### config.mk
export PLATFORM = sky130hd
export DESIGN_NAME = vga_mode_sequencer
export DESIGN_NICKNAME = d
export VERILOG_FILES = /design/src/rtl/vga_mode_pkg.sv /design/src/rtl/vga_pix_ce_gen.sv /design/src/rtl/vga_mode_sequencer.sv
export SDC_FILE = /design/constraint.sdc
export NUM_CORES = 1
export LEC_CHECK = 0
export ABC_AREA = 1
export CAP_MARGIN = 30
export CORE_UTILIZATION = 55
export CTS_CLUSTER_SIZE = 20
export DETAILED_ROUTE_END_ITERATION = 10
export PLACE_DENSITY_LB_ADDON = 0.05
export REMOVE_ABC_BUFFERS = 1
export SYNTH_ARGS = -nofsm -noshare
export SYNTH_HDL_FRONTEND = slang
export SYNTH_HIERARCHICAL = 1
export SYNTH_SLANG_ARGS = --single-unit
export TNS_END_PERCENT = 100
### constraint.sdc
create_clock -name clk -period 2.87 [get_ports clk]
set_clock_uncertainty 0.05 [all_clocks]
set_input_delay 0.574 -clock clk [delete_from_list [all_inputs] [get_ports clk]]
set_output_delay 0.574 -clock clk [all_outputs]
set_load 0.02 [all_outputs]
### src/rtl/vga_mode_pkg.sv
// Shared types and constants for the VGA mode sequencer.
package vga_mode_pkg;

    typedef enum logic [2:0] {
        IDLE,
        DEBOUNCE,
        WAIT_VS,
        SWITCH,
        SETTLE
    } state_e;

    localparam logic [1:0] MODE_640X480 = 2'b00;
    localparam logic [1:0] MODE_800X600 = 2'b01;
    localparam logic [1:0] MODE_640X350 = 2'b10;
    localparam logic [1:0] MODE_768X576 = 2'b11;

    localparam int unsigned SYNC_STAGES = 2;

endpackage

### src/rtl/vga_pix_ce_gen.sv
// Pixel clock-enable divider: one pulse every freq_factor cycles, restartable by clear.
module vga_pix_ce_gen (
    input  logic       clk,
    input  logic       rst_n,
    input  logic       clear_i,
    input  logic [2:0] freq_factor_i,
    output logic       pix_ce_o
);

    logic [2:0] cnt_q, cnt_d;
    logic       pix_ce_q;

    // Wrap also covers a shrinking ratio that leaves the counter beyond the new end.
    always_comb begin
        cnt_d = cnt_q + 3'd1;
        if (clear_i || (freq_factor_i <= 3'd1) || (cnt_q >= freq_factor_i - 3'd1)) begin
            cnt_d = '0;
        end
    end

    always_ff @(posedge clk or negedge rst_n) begin
        if (!rst_n) begin
            cnt_q    <= '0;
            pix_ce_q <= 1'b0;
        end else begin
            cnt_q    <= cnt_d;
            pix_ce_q <= (cnt_d == '0);
        end
    end

    assign pix_ce_o = pix_ce_q;

endmodule

### src/rtl/vga_mode_sequencer.sv
// Debounces mode switches, applies a new resolution on a vsync boundary and blanks
// while the monitor re-locks. Optional synchronised mode_lock input: VGA_MODE_LOCK_EN.
module vga_mode_sequencer
    import vga_mode_pkg::*;
#(
    parameter int unsigned DEBOUNCE_CYCLES = 1000000,
    parameter int unsigned SETTLE_FRAMES   = 4,
    parameter int unsigned VSYNC_TIMEOUT   = 2000000,
    parameter logic [1:0]  RESET_MODE      = MODE_640X480
) (
    input  logic       clk,
    input  logic       rst_n,
    input  logic [1:0] mode_req,
    input  logic       v_sync,
`ifdef VGA_MODE_LOCK_EN
    input  logic       mode_lock,
`endif
    input  logic [2:0] freq_factor,
    output logic [1:0] resolution_select,
    output logic       blank,
    output logic       pix_ce,
    output logic       busy,
    output logic       mode_changed
);

    localparam int unsigned CNT_MAX = (DEBOUNCE_CYCLES > VSYNC_TIMEOUT) ? DEBOUNCE_CYCLES
                                                                        : VSYNC_TIMEOUT;
    localparam int unsigned CNT_W   = $clog2(CNT_MAX) + 1;
    localparam int unsigned FRM_W   = $clog2(SETTLE_FRAMES) + 1;

    localparam logic [CNT_W-1:0] DEB_LAST = CNT_W'(DEBOUNCE_CYCLES - 1);
    localparam logic [CNT_W-1:0] TO_LAST  = CNT_W'(VSYNC_TIMEOUT - 1);
    localparam logic [FRM_W-1:0] FRM_DONE = FRM_W'(SETTLE_FRAMES);

    logic [1:0] mode_sync_q [SYNC_STAGES];
    logic       vs_sync_q   [SYNC_STAGES];
    logic       vs_prev_q;
    logic [1:0] mode_prev_q;
    logic [1:0] mode_s;
    logic       vs_fall;
    logic       lock_s;

    always_ff @(posedge clk or negedge rst_n) begin
        if (!rst_n) begin
            for (int unsigned i = 0; i < SYNC_STAGES; i++) begin
                mode_sync_q[i] <= RESET_MODE;
                vs_sync_q[i]   <= 1'b1;
            end
            vs_prev_q   <= 1'b1;
            mode_prev_q <= RESET_MODE;
        end else begin
            mode_sync_q[0] <= mode_req;
            vs_sync_q[0]   <= v_sync;
            for (int unsigned i = 1; i < SYNC_STAGES; i++) begin
                mode_sync_q[i] <= mode_sync_q[i-1];
                vs_sync_q[i]   <= vs_sync_q[i-1];
            end
            vs_prev_q   <= vs_sync_q[SYNC_STAGES-1];
            mode_prev_q <= mode_s;
        end
    end

    assign mode_s  = mode_sync_q[SYNC_STAGES-1];
    assign vs_fall = vs_prev_q & ~vs_sync_q[SYNC_STAGES-1];

`ifdef VGA_MODE_LOCK_EN
    logic [SYNC_STAGES-1:0] lock_sync_q;

    always_ff @(posedge clk or negedge rst_n) begin
        if (!rst_n) begin
            lock_sync_q <= '0;
        end else begin
            lock_sync_q <= {lock_sync_q[SYNC_STAGES-2:0], mode_lock};
        end
    end

    assign lock_s = lock_sync_q[SYNC_STAGES-1];
`else
    assign lock_s = 1'b0;
`endif

    state_e           state_q, state_d;
    logic [CNT_W-1:0] cnt_q, cnt_d;
    logic [FRM_W-1:0] frames_q, frames_d;
    logic [1:0]       pending_q, pending_d;
    logic [1:0]       res_q, res_d;
    logic             blank_q, blank_d;
    logic             changed_q, changed_d;

    always_ff @(posedge clk or negedge rst_n) begin
        if (!rst_n) begin
            state_q   <= SETTLE;
            cnt_q     <= '0;
            frames_q  <= '0;
            pending_q <= RESET_MODE;
            res_q     <= RESET_MODE;
            blank_q   <= 1'b1;
            changed_q <= 1'b0;
        end else begin
            state_q   <= state_d;
            cnt_q     <= cnt_d;
            frames_q  <= frames_d;
            pending_q <= pending_d;
            res_q     <= res_d;
            blank_q   <= blank_d;
            changed_q <= changed_d;
        end
    end

    // SWITCH outputs are registered on entry so the new mode, blank and the
    // mode_changed pulse are all visible during the SWITCH cycle itself.
    always_comb begin
        state_d   = state_q;
        cnt_d     = cnt_q;
        frames_d  = frames_q;
        pending_d = pending_q;
        res_d     = res_q;
        blank_d   = blank_q;
        changed_d = 1'b0;
        unique case (state_q)
            IDLE: begin
                if (!lock_s && (mode_s != res_q)) begin
                    state_d = DEBOUNCE;
                    cnt_d   = '0;
                end
            end
            DEBOUNCE: begin
                if (lock_s || (mode_s == res_q)) begin
                    state_d = IDLE;
                end else if (mode_s != mode_prev_q) begin
                    cnt_d = '0;
                end else if (cnt_q == DEB_LAST) begin
                    pending_d = mode_s;
                    state_d   = WAIT_VS;
                    cnt_d     = '0;
                end else begin
                    cnt_d = cnt_q + CNT_W'(1);
                end
            end
            WAIT_VS: begin
                if (vs_fall || (cnt_q == TO_LAST)) begin
                    state_d   = SWITCH;
                    res_d     = pending_q;
                    blank_d   = 1'b1;
                    changed_d = 1'b1;
                    frames_d  = '0;
                end else begin
                    cnt_d = cnt_q + CNT_W'(1);
                end
            end
            SWITCH: begin
                state_d = SETTLE;
            end
            SETTLE: begin
                if (vs_fall) begin
                    frames_d = frames_q + FRM_W'(1);
                    if (frames_q + FRM_W'(1) == FRM_DONE) begin
                        blank_d = 1'b0;
                        state_d = IDLE;
                    end
                end
            end
            default: begin
                state_d = IDLE;
            end
        endcase
    end

    vga_pix_ce_gen u_pix_ce_gen (
        .clk           (clk),
        .rst_n         (rst_n),
        .clear_i       (state_q == SWITCH),
        .freq_factor_i (freq_factor),
        .pix_ce_o      (pix_ce)
    );

    assign resolution_select = res_q;
    assign blank             = blank_q;
    assign busy              = (state_q != IDLE);
    assign mode_changed      = changed_q;

endmodule

Yosys cells after proc, flatten, opt, wreduce, memory -nomap -nowiden
Index checks and enable logic that the tools add are counted.
- add/sub/neg operators: 4
- reduce and logical (&&, ||, !) cells: 14
- multiplexer cells: 24
- equal/unequal tests: 18
- bitwise gates (word level): 4
- order comparisons: 2
- operators with widths (cell ; count):
    $mux 22 ; 5
    $pmux 22 s3 ; 1
    $mux 3 ; 10
    $add 22x1->22 const B ; 1
    $eq 22x20->1 const B ; 1
    $eq 22x21->1 const B ; 1
    $pmux 3 s5 ; 1
    $ne 2x2->1 const B ; 6
    $reduce_and 4->1 ; 3
    $add 3x1->3 const B ; 2
    $eq 3x2->1 const B ; 2
    $eq 3x3->1 const B ; 2
    $logic_not 3->1 ; 2
    $ne 3x3->1 const B ; 2
    $pmux 3 s2 ; 1
    $reduce_and 6->1 ; 1
    $reduce_bool 3->1 ; 2
    $mux 1 ; 5
    $ne 2x2->1 ; 2
    $eq 3x1->1 const B ; 1
    $ge 3x3->1 ; 1
    $le 3x1->1 const B ; 1
    $logic_or 1x1->1 ; 3
    $not 1->1 ; 3
    7 further kinds ; 7
- input bits: 8
- output and inout bits: 6
- word-level logic and storage cells: 81
- bits in registers: 47

Longest topological paths before layout
Gate-level depths: netlist of the first run.
- word-level depth: 5
- mapped depth: 12
- depth with buffers taken out: 11

Modules after synthesis
Netlist of the first run, hierarchy kept.
- by module, submodules not included (module ; cells each ; sequential area each (um2) ; times used ; area an instance (um2)):
    vga_mode_sequencer ; 381 ; 1082.3 ; 1 ; 2615.0
    vga_pix_ce_gen ; 38 ; 100.1 ; 1 ; 310.3

Worst setup path after synthesis of the first run
OpenSTA, ideal clock, no wires.
- path type: input to register
- start: input port freq_factor[0]
- end: register u_pix_ce_gen.pix_ce_q (netlist: u_pix_ce_gen/pix_ce_o)
- stages: 8
- buffers on the path: 0
- data required time: 2.693 ns
- library setup time: 0.127 ns
- arrival: 1.649 ns
- setup slack: 1.044 ns
- cell sequence: inv_1 -> ha_1 -> xnor2_1 -> ha_1 -> a21oi_1 -> nand3_2 -> nor2_2 -> o31ai_1
- cells in the longest elaborated chain, start to end: 5
- elaborated cells between the ends (all ways): 7
- classes of those cells: 1 x add/sub; 2 x order compare; 1 x mux; 3 x reduce/logical
- RTL lines (what ; line ; RTL):
    from (decl) ; vga_mode_sequencer.sv:18 ; input logic [2:0] freq_factor,
    $sub 3x1->3 or $le 3x1->1 (tied branches) ; vga_pix_ce_gen.sv:16 ; if (clear_i || (freq_factor_i <= 3'd1) || (cnt_q >= freq_factor_i - 3'd1)) begin
    $ge 3x3->1 or $logic_or 1x1->1 (tied branches) ; vga_pix_ce_gen.sv:16 ;
    $logic_or 1x1->1 (*) ; vga_pix_ce_gen.sv:16 ;
    $mux 3 (*) ; vga_pix_ce_gen.sv:16 ;
    $logic_not 3->1 (*) ; vga_pix_ce_gen.sv:27 ; pix_ce_q <= (cnt_d == '0);
    to (signal assigned) ; vga_pix_ce_gen.sv:27 ;
    to (decl) ; vga_pix_ce_gen.sv:11 ; logic pix_ce_q;
Every way passes the cells marked *; elsewhere a longest branch is shown, timed or not.
A chain may end at the register's enable or synchronous reset.

Final worst setup path of the first run
- start: register state_q[2]
- end: output port busy
- cells in the longest elaborated chain, start to end: 1
- RTL lines (what ; line ; RTL):
    from (decl) ; vga_mode_sequencer.sv:82 ; state_e state_q, state_d;
    from (signal assigned) ; vga_mode_sequencer.sv:100 ; state_q <= state_d;
    $reduce_bool 3->1 ; vga_mode_sequencer.sv:179 ; assign busy = (state_q != IDLE);
    to (decl) ; vga_mode_sequencer.sv:22 ; output logic busy,
Every way passes these cells.

==> results.sh, run 1 <==
export IMPL_outcome="complete, no violations"
export IMPL_start_util_pct=57.3
export IMPL_io_buffers=13
export IMPL_yosys_top_cells_area="dfrtp_1 36%, nand2_1 19%, inv_1 8.0%"
export IMPL_insertion_delay_ns=0.31
export IMPL_ir_drop_mv=0.435
export IMPL_drive_above_1_share_pct=8.24
export IMPL_routed_via_density=4.96
export IMPL_finalSetupTns_ns=0
export IMPL_rsz0062_at_grt="false"
export IMPL_cts_sinks=47
export IMPL_gp_congestion=0.872
export IMPL_cp_end_kind="output port"
export IMPL_slowest_stage="clkdlybuf4s50_1"
export IMPL_arrival_ns=1.69
export IMPL_start_kind="flip-flop"
export IMPL_syn_area_per_cell_um2=6.98
export IMPL_io_pins=14
export IMPL_grt_pass1_vias=2166
export IMPL_synth_top_area_share_pct=35.9
export IMPL_synth_enable_flop_cells=0
export IMPL_synth_distinct_cells=28
export IMPL_final_hold_violation_count=0
export IMPL_finalNetCount=453
export IMPL_ys_ff_latch=47
export IMPL_die_x_um=74.9
export IMPL_antenna_found_initial=0
export IMPL_num_rows=26
export IMPL_route_detailed_drc=0
export IMPL_area_growth_pct=10.1
export IMPL_max_stage_delay_ns=0.59
export IMPL_post_cts_repair_setup_buffers=0
export IMPL_fmax_mhz=433
export IMPL_wl_um=5780
export IMPL_dr_pass1_iters=4
export IMPL_max_clock_path_buffers=2
export IMPL_cp_cell_sequence="nor2_1 -> inv_1 -> nor2_1 -> inv_1 -> clkdlybuf4s50_1"
export IMPL_final_max_slew_viol_count=0
export IMPL_ctsResizeCount=0
export IMPL_synthCells=419
export IMPL_ys_flop_type="dfrtp_1"
export IMPL_hold_path_class="in -> async"
export IMPL_worst_r2r_setup_slack_ns=0.78
export IMPL_path_max_fanout=5
export IMPL_cts_max_level=2
export IMPL_first_iter_violations=136
export IMPL_die_h_um=74.9
export IMPL_hpwl_um=4360
export IMPL_ant_nets=0
export IMPL_grt_overflow=0
export IMPL_tightest_slew_ns=0.401
export IMPL_syn_area_um2=2930
export IMPL_p_leak_uw=0.00168
export IMPL_vias=2515
export IMPL_report_final_setup_viol=0
export IMPL_p_total_uw=1930
export IMPL_yosys_top_cells_count="145 x nand2_1, 62 x inv_1, 50 x nor2_1"
export IMPL_synth_seq_area_share_pct=40.4
export IMPL_path_class="reg -> out"
export IMPL_core_region_area_um2=5110
export IMPL_async_flop_share_pct=100
export IMPL_cts_tree="yes"
export IMPL_maxCapViolCount=0
export IMPL_cts_root_buf="clkbuf_8"
export IMPL_grt_pass1_wl_um=9630
export IMPL_period_needed_ns=2.31
export IMPL_synth_most_common_cell="nand2_1"
export IMPL_grt_start_max_net_pins=31
export IMPL_power_density_nw_per_um2=601
export IMPL_cts_buffers=5
export IMPL_period_share_pct=80.5
export IMPL_yosysWarnings=6
export IMPL_wire_per_inst_um=11.4
export IMPL_clkSlewWorstSetupHoldPaths_ns=0.09
export IMPL_synth_largest_area_cell="dfrtp_1"
export IMPL_cp_required_ns=2.25
export IMPL_antenna_cells=0
export IMPL_grtUsageTotal_pct=22.7
export IMPL_die_area_um2=5610
export IMPL_holdBufCountCts=0
export IMPL_slew_headroom_pct=73.2
## power by group
part,switching (uW),internal [uW]
logic,452,209
registers,48.6,737
clock network,229,260
total,729,1210
## state kept, by name, indices dropped and copies added (netlist names), 2 cells and up
name,cells
pending_q,2
state_q,3
frames_q,3
vs_sync_q,2
mode_prev_q,2
mode_sync_q,2
resolution_select,2
cnt_q,22
mode_s,2
u_pix_ce_gen/cnt_q,3
## cell type report
type | instances | area (um^2)
Fill cell | 489 | 1890
Multi-Input combinational cell | 301 | 1450
Sequential cell | 47 | 1180
Inverter | 66 | 248
Timing Repair Buffer | 15 | 140
Tap cell | 70 | 87.6
Clock buffer | 6 | 72.6
Clock inverter | 2 | 37.5
## path summary, 6_finish.rpt
kind	start	end	depth (start not counted)
worst max-delay path	state_q[2]$_DFFE_PN1P_	busy	5
worst min-delay path	rst_n	cnt_q[16]$_DFFE_PN0P_	1
worst max register to register	cnt_q[0]$_DFFE_PN0P_	cnt_q[6]$_DFFE_PN0P_	9
worst min register to register	vs_sync_q[1]$_DFF_PN1_	vs_sync_q[0]$_DFF_PN1_	0
max in group asynchronous	rst_n	state_q[2]$_DFFE_PN1P_	2
min in group clk	vs_sync_q[1]$_DFF_PN1_	vs_sync_q[0]$_DFF_PN1_	0
## stage by stage
stage	setup slack [ns]	cell area [um^2]	cells	hold slack [ns]	util, %
after detailed placement	0.453	3110	499	0.292	60.9
after global placement	0.486	3110	499	0.283	60.9
after floorplan	1.04	2880	414	0.228	-
after CTS	0.544	3220	507	0.0799	63.1
final	0.559	3220	507	0.0714	63.1
after global routing	0.470	3220	507	0.0807	63.1
## worst max-delay path, delay by kind of cell (launching register included)
family / cells / cell delay (ns)
buffers and inverters: 3 / 0.70
and+or+nand+nor: 2 / 0.12
DFF: 1 / 0.57
## cell families after synthesis
family | count (synthesis) | synth area share [%]
fa+ha+maj | 9 | 3.85
simple gates | 261 | 39.1
compound gates | 23 | 4.28
xor+xnor | 8 | 2.39
flops | 47 | 40.4
buf+inv | 71 | 9.92
## metal layers
metal  track usage (%)  share of wire [%]  routed length (um)
met5                 0                  0                   0
met4              7.34                1.2                  69
met2              35.4                 44                2530
met1              31.9                 51                2920
met3              4.28                4.5                 258
## cell usage in the layout (no fill, tap or decap)
cell type and instances:
nand2_2 2, nor2_2 4, nor3_1 4, bufinv_16 1
nand3_4 1, o21ai_0 8, ha_1 9, a21oi_1 7
nand2_4 1, o31ai_1 1, clkbuf_8 5, nand4_1 10
or2_2 1, clkbuf_1 1, xor2_1 4, buf_4 2
inv_1 62, nand3_2 5, dfstp_2 5, nand3_1 34
inv_2 4, dfrtp_1 42, nand2_1 145, o21bai_1 3
nor3_2 3, nand3b_1 1, o21ai_1 4, clkdlybuf4s50_1 12
nor2_1 50, clkinvlp_4 1, buf_2 1, xnor2_1 4
No activity file was read; power rests on OpenSTA's default activity.
==> run 2: changes to the inputs <==
- clock period: 2.87 -> 2.3 ns (I/O delays scaled with it)
==> results.sh, run 2 (synthesis results as in run 1) <==
export IMPL_antenna_found_initial=0
export IMPL_path_max_fanout=3
export IMPL_finalSetupTns_ns=0
export IMPL_die_h_um=74.9
export IMPL_worst_r2r_setup_slack_ns=0.33
export IMPL_route_detailed_drc=0
export IMPL_cts_root_buf="clkbuf_8"
export IMPL_first_iter_violations=173
export IMPL_core_region_area_um2=5110
export IMPL_path_class="in -> reg"
export IMPL_grt_start_max_net_pins=20
export IMPL_routed_via_density=4.94
export IMPL_fin_util_pct=63.7
export IMPL_wire_per_inst_um=11.4
export IMPL_ant_nets=0
export IMPL_largest_register_ffs=22
export IMPL_cp_required_ns=2.44
export IMPL_io_buffers=13
export IMPL_report_final_setup_viol=0
export IMPL_fmax_mhz=502
export IMPL_tightest_slew_ns=0.365
export IMPL_cts_sinks=47
export IMPL_ir_drop_mv=0.498
export IMPL_dr_pass1_iters=4
export IMPL_final_hold_violation_count=0
export IMPL_grt_pass1_vias=2214
export IMPL_io_pins=14
export IMPL_hold_path_class="reg -> reg"
export IMPL_r2r_start="cnt_q[0]$_DFFE_PN0P_"
export IMPL_area_growth_pct=11.3
export IMPL_cts_tree="yes"
export IMPL_hpwl_um=4450
export IMPL_pre_cts_slack_ns=-0.00311
export IMPL_largest_register="cnt_q"
export IMPL_most_common_layout_cells="145 x nand2_1, 62 x inv_1, 50 x nor2_1"
export IMPL_place_area_um2=3130
export IMPL_crit_end="u_pix_ce_gen/pix_ce_o$_DFF_PN0_"
export IMPL_start_util_pct=57.3
export IMPL_rsz0062_at_grt="false"
export IMPL_cts_buffers=5
export IMPL_slew_headroom_pct=75.5
export IMPL_timing_final_ws_setup_ns=0.307
export IMPL_arrival_ns=2.13
export IMPL_period_share_pct=86.6
export IMPL_crit_start="freq_factor[0]"
export IMPL_drive_above_1_share_pct=8.84
export IMPL_clkSlewWorstSetupHoldPaths_ns=0.08
export IMPL_max_clock_path_buffers=2
export IMPL_maxCapViolCount=0
export IMPL_final_common_cell="nand2_1"
export IMPL_cp_end_kind="flip-flop"
export IMPL_gp_congestion=0.886
export IMPL_antenna_cells=0
export IMPL_final_max_slew_viol_count=0
export IMPL_postLayoutCellArea_um2=3260
export IMPL_die_area_um2=5610
export IMPL_start_kind="input pin"
export IMPL_vias=2524
export IMPL_cts_max_level=2
export IMPL_period_needed_ns=1.99
export IMPL_p_leak_uw=0.00171
export IMPL_finalNetCount=457
export IMPL_ff2ff_path_depth=9
export IMPL_grt_overflow=0
export IMPL_reg2reg_to="cnt_q[8]$_DFFE_PN0P_"
export IMPL_grt_pass1_wl_um=9850
export IMPL_num_rows=26
export IMPL_die_x_um=74.9
export IMPL_grtUsageTotal_pct=23.2
export IMPL_insertion_delay_ns=0.30
export IMPL_outcome="complete, no violations"
export IMPL_power_density_nw_per_um2=749
export IMPL_wl_um=5810
run 2: cell types whose count changed in the layout (fill, tap and decap cells not counted), sizes merged:
| cell | change |
|---|---|
| buf | +3 |
| clkdlybuf4s50 | -1 |
| dlymetal6s2s | +1 |
| dlygate4sd3 | +1 |
run 2: repair_timing:
item                                   CTS  global route
hold buffers                             1             0
gates resized for setup                  0             1
endpoints found under the hold margin    7             0
setup endpoints to repair                0             1
buffers inserted                         0             0
run 2: worst min path at each step:
stage / startpoint / to / slack [ns] / cells past startpoint
2_1_floorplan: rst_n / cnt_q[0]$_DFFE_PN0P_ / 0.11 / 0
3_3_place_gp: mode_sync_q[3]$_DFF_PN0_ / mode_s[1]$_DFF_PN0_ / 0.28 / 0
3_5_place_dp: mode_sync_q[2]$_DFF_PN0_ / mode_s[0]$_DFF_PN0_ / 0.29 / 0
4_1_cts: mode_sync_q[2]$_DFF_PN0_ / mode_s[0]$_DFF_PN0_ / 0.31 / 0
5_1_grt: mode_sync_q[2]$_DFF_PN0_ / mode_s[0]$_DFF_PN0_ / 0.31 / 0
6_report: mode_sync_q[2]$_DFF_PN0_ / mode_s[0]$_DFF_PN0_ / 0.31 / 0
run 2: metrics by stage:
step	hold slack, ns	power (uW)	cells
detailed placement	0.290	1850	502
global placement	0.284	1840	502
floorplan	0.114	1570	414
global route	0.312	2630	511
CTS	0.311	2470	511
finish	0.307	2440	511
run 2: report_power, final:
group | switching [uW] | leakage [uW] | total, uW | internal [uW]
clock network | 288 | 0.0000514 | 613 | 325
registers | 60.9 | 0.000616 | 980 | 919
logic | 562 | 0.00104 | 845 | 282
run 2: layer usage:
layer,global-route usage [%],routed length (um),up-vias,share of wire [%]
met5,0,0,-,0
met4,5.03,57,0,0.98
met3,4.42,183,4,3.2
met2,36.4,2550,35,44
met1,33.4,3010,1149,52
li1,-,-,1336,-
run 2: critical path: stages:
cell and delay, ns:
clkdlybuf4s50_1 0.48, inv_1 0.06, ha_1 0.20, xnor2_1 0.13, ha_1 0.31, a21oi_1 0.20
nand3_2 0.09, nor2_2 0.12, o31ai_1 0.08
run 2: area by class of cell:
cell class | count | area (um^2)
Fill cell | 488 | 1850
Multi-Input combinational cell | 301 | 1450
Sequential cell | 47 | 1180
Inverter | 66 | 248
Timing Repair Buffer | 19 | 175
Tap cell | 70 | 87.6
Clock buffer | 6 | 72.6
Clock inverter | 2 | 37.5
==> run 3: changes to the inputs <==
- SETUP_SLACK_MARGIN: default -> 0.15
==> results.sh, run 3 (synthesis results as in run 1) <==
export IMPL_period_needed_ns=2.03
export IMPL_area_growth_pct=11.3
export IMPL_final_common_cell="nand2_1"
export IMPL_vias=2520
export IMPL_die_x_um=74.9
export IMPL_start_kind="input pin"
export IMPL_most_common_layout_cells="145 x nand2_1, 62 x inv_1, 50 x nor2_1"
export IMPL_cts_sinks=47
export IMPL_clkSlewWorstSetupHoldPaths_ns=0.08
export IMPL_path_class="in -> reg"
export IMPL_path_max_fanout=3
export IMPL_wire_per_inst_um=11.5
export IMPL_grtUsageTotal_pct=23.2
export IMPL_drive_above_1_share_pct=9.07
export IMPL_crit_start="freq_factor[0]"
export IMPL_maxCapViolCount=0
export IMPL_grt_overflow=0
export IMPL_power_frac_comb_pct=34.7
export IMPL_antenna_found_initial=0
export IMPL_final_max_slew_viol_count=0
export IMPL_io_buffers=13
export IMPL_worstHoldStart="mode_sync_q[2]$_DFF_PN0_"
export IMPL_grt_pass1_vias=2214
export IMPL_r2r_start="cnt_q[0]$_DFFE_PN0P_"
export IMPL_ant_nets=0
export IMPL_period_share_pct=88.2
export IMPL_power_density_nw_per_um2=748
export IMPL_p_seq_share_pct=40.2
export IMPL_hold_path_class="reg -> reg"
export IMPL_power_switching_uw=914
export IMPL_cp_required_ns=2.44
export IMPL_cts_max_level=2
export IMPL_p_total_uw=2440
export IMPL_fmax_mhz=493
export IMPL_internal_power_uw=1520
export IMPL_num_rows=26
export IMPL_insertion_delay_ns=0.30
export IMPL_arrival_ns=2.17
export IMPL_finalNetCount=457
export IMPL_first_iter_violations=169
export IMPL_grt_pass1_wl_um=9850
export IMPL_start_util_pct=57.3
export IMPL_cts_root_buf="clkbuf_8"
export IMPL_rsz0062_at_grt="false"
export IMPL_outcome="complete, no violations"
export IMPL_route_detailed_drc=0
export IMPL_final_hold_violation_count=0
export IMPL_grt_start_max_net_pins=20
export IMPL_p_sw_share_pct=37.5
export IMPL_wl_um=5870
export IMPL_routed_via_density=4.93
export IMPL_clkPwrFrac_pct=25.1
export IMPL_largest_register="cnt_q"
export IMPL_cts_tree="yes"
export IMPL_gp_congestion=0.886
export IMPL_finalSetupTns_ns=0
export IMPL_slew_headroom_pct=75.5
export IMPL_largest_register_ffs=22
export IMPL_die_h_um=74.9
export IMPL_ir_drop_mv=0.534
export IMPL_core_region_area_um2=5110
export IMPL_die_area_um2=5610
export IMPL_io_pins=14
export IMPL_cp_end_kind="flip-flop"
export IMPL_dr_pass1_iters=4
export IMPL_hpwl_um=4450
export IMPL_max_clock_path_buffers=2
export IMPL_p_leak_uw=0.00170
export IMPL_report_final_setup_viol=0
export IMPL_antenna_cells=0
export IMPL_cts_buffers=5
export IMPL_tightest_slew_ns=0.365
## run 3: through the flow
step / util (%) / hold WS, ns / std cells / setup WS (ns) / instance area [um^2]
CTS: 63.7 / 0.311 / 511 / 0.304 / 3250
detailed placement: 61.3 / 0.290 / 502 / -0.00311 / 3130
global route: 63.7 / 0.312 / 511 / 0.112 / 3260
finish: 63.7 / 0.307 / 511 / 0.270 / 3260
floorplan: - / 0.114 / 414 / 0.588 / 2880
global placement: 61.3 / 0.284 / 502 / 0.0452 / 3130
## run 3: power groups by stage
stage          registers, uW  clock network, uW  logic, uW
5_1_grt                  997                658        974
6_report                 980                612        845
4_1_cts                  981                627        853
3_5_place_dp             997                  0        858
2_1_floorplan           1010                  0        562
3_3_place_gp             995                  0        841
## run 3: cell type report
class	instances	area, um^2
clock inverter	2	37.5
timing repair buffer	19	171
multi-input combinational	301	1460
sequential	47	1180
inverter	66	248
clock buffer	6	72.6
fill	486	1850
tap	70	87.6
## run 3: repair_timing
| action | CTS | global route |
|---|---|---|
| setup buffers | 0 | 0 |
| endpoints found under the hold margin | 7 | 0 |
| hold buffers | 1 | 0 |
| resized for setup | 1 | 1 |
| endpoints found under the setup margin | 1 | 2 |
## run 3: critical path, stage by stage
cell             delay, ns
clkdlybuf4s50_1       0.48
inv_1                 0.06
ha_1                  0.21
xnor2_1               0.20
ha_1                  0.30
a21oi_2               0.17
nand3_2               0.08
nor2_2                0.12
o31ai_1               0.08
## run 3: layer usage
layer,up-vias,global-route usage [%],wire (um)
li1,1335,-,-
met1,1145,33.4,3020
met2,36,36.4,2620
met3,4,4.42,189
met4,0,5.03,47
met5,-,0,0
## run 3: worst paths after layout
path / depth (start not counted) / endpoint / slack, ns
setup / recovery: 9 / u_pix_ce_gen/pix_ce_o$_DFF_PN0_ / 0.27
hold / removal: 0 / mode_s[0]$_DFF_PN0_ / 0.31
setup reg to reg: 9 / cnt_q[8]$_DFFE_PN0P_ / 0.34
hold reg to reg: 0 / mode_s[0]$_DFF_PN0_ / 0.31
max in group asynchronous: 3 / mode_prev_q[1]$_DFF_PN0_ / 1.13
min in group asynchronous: 2 / frames_q[0]$_DFFE_PN0P_ / 0.52
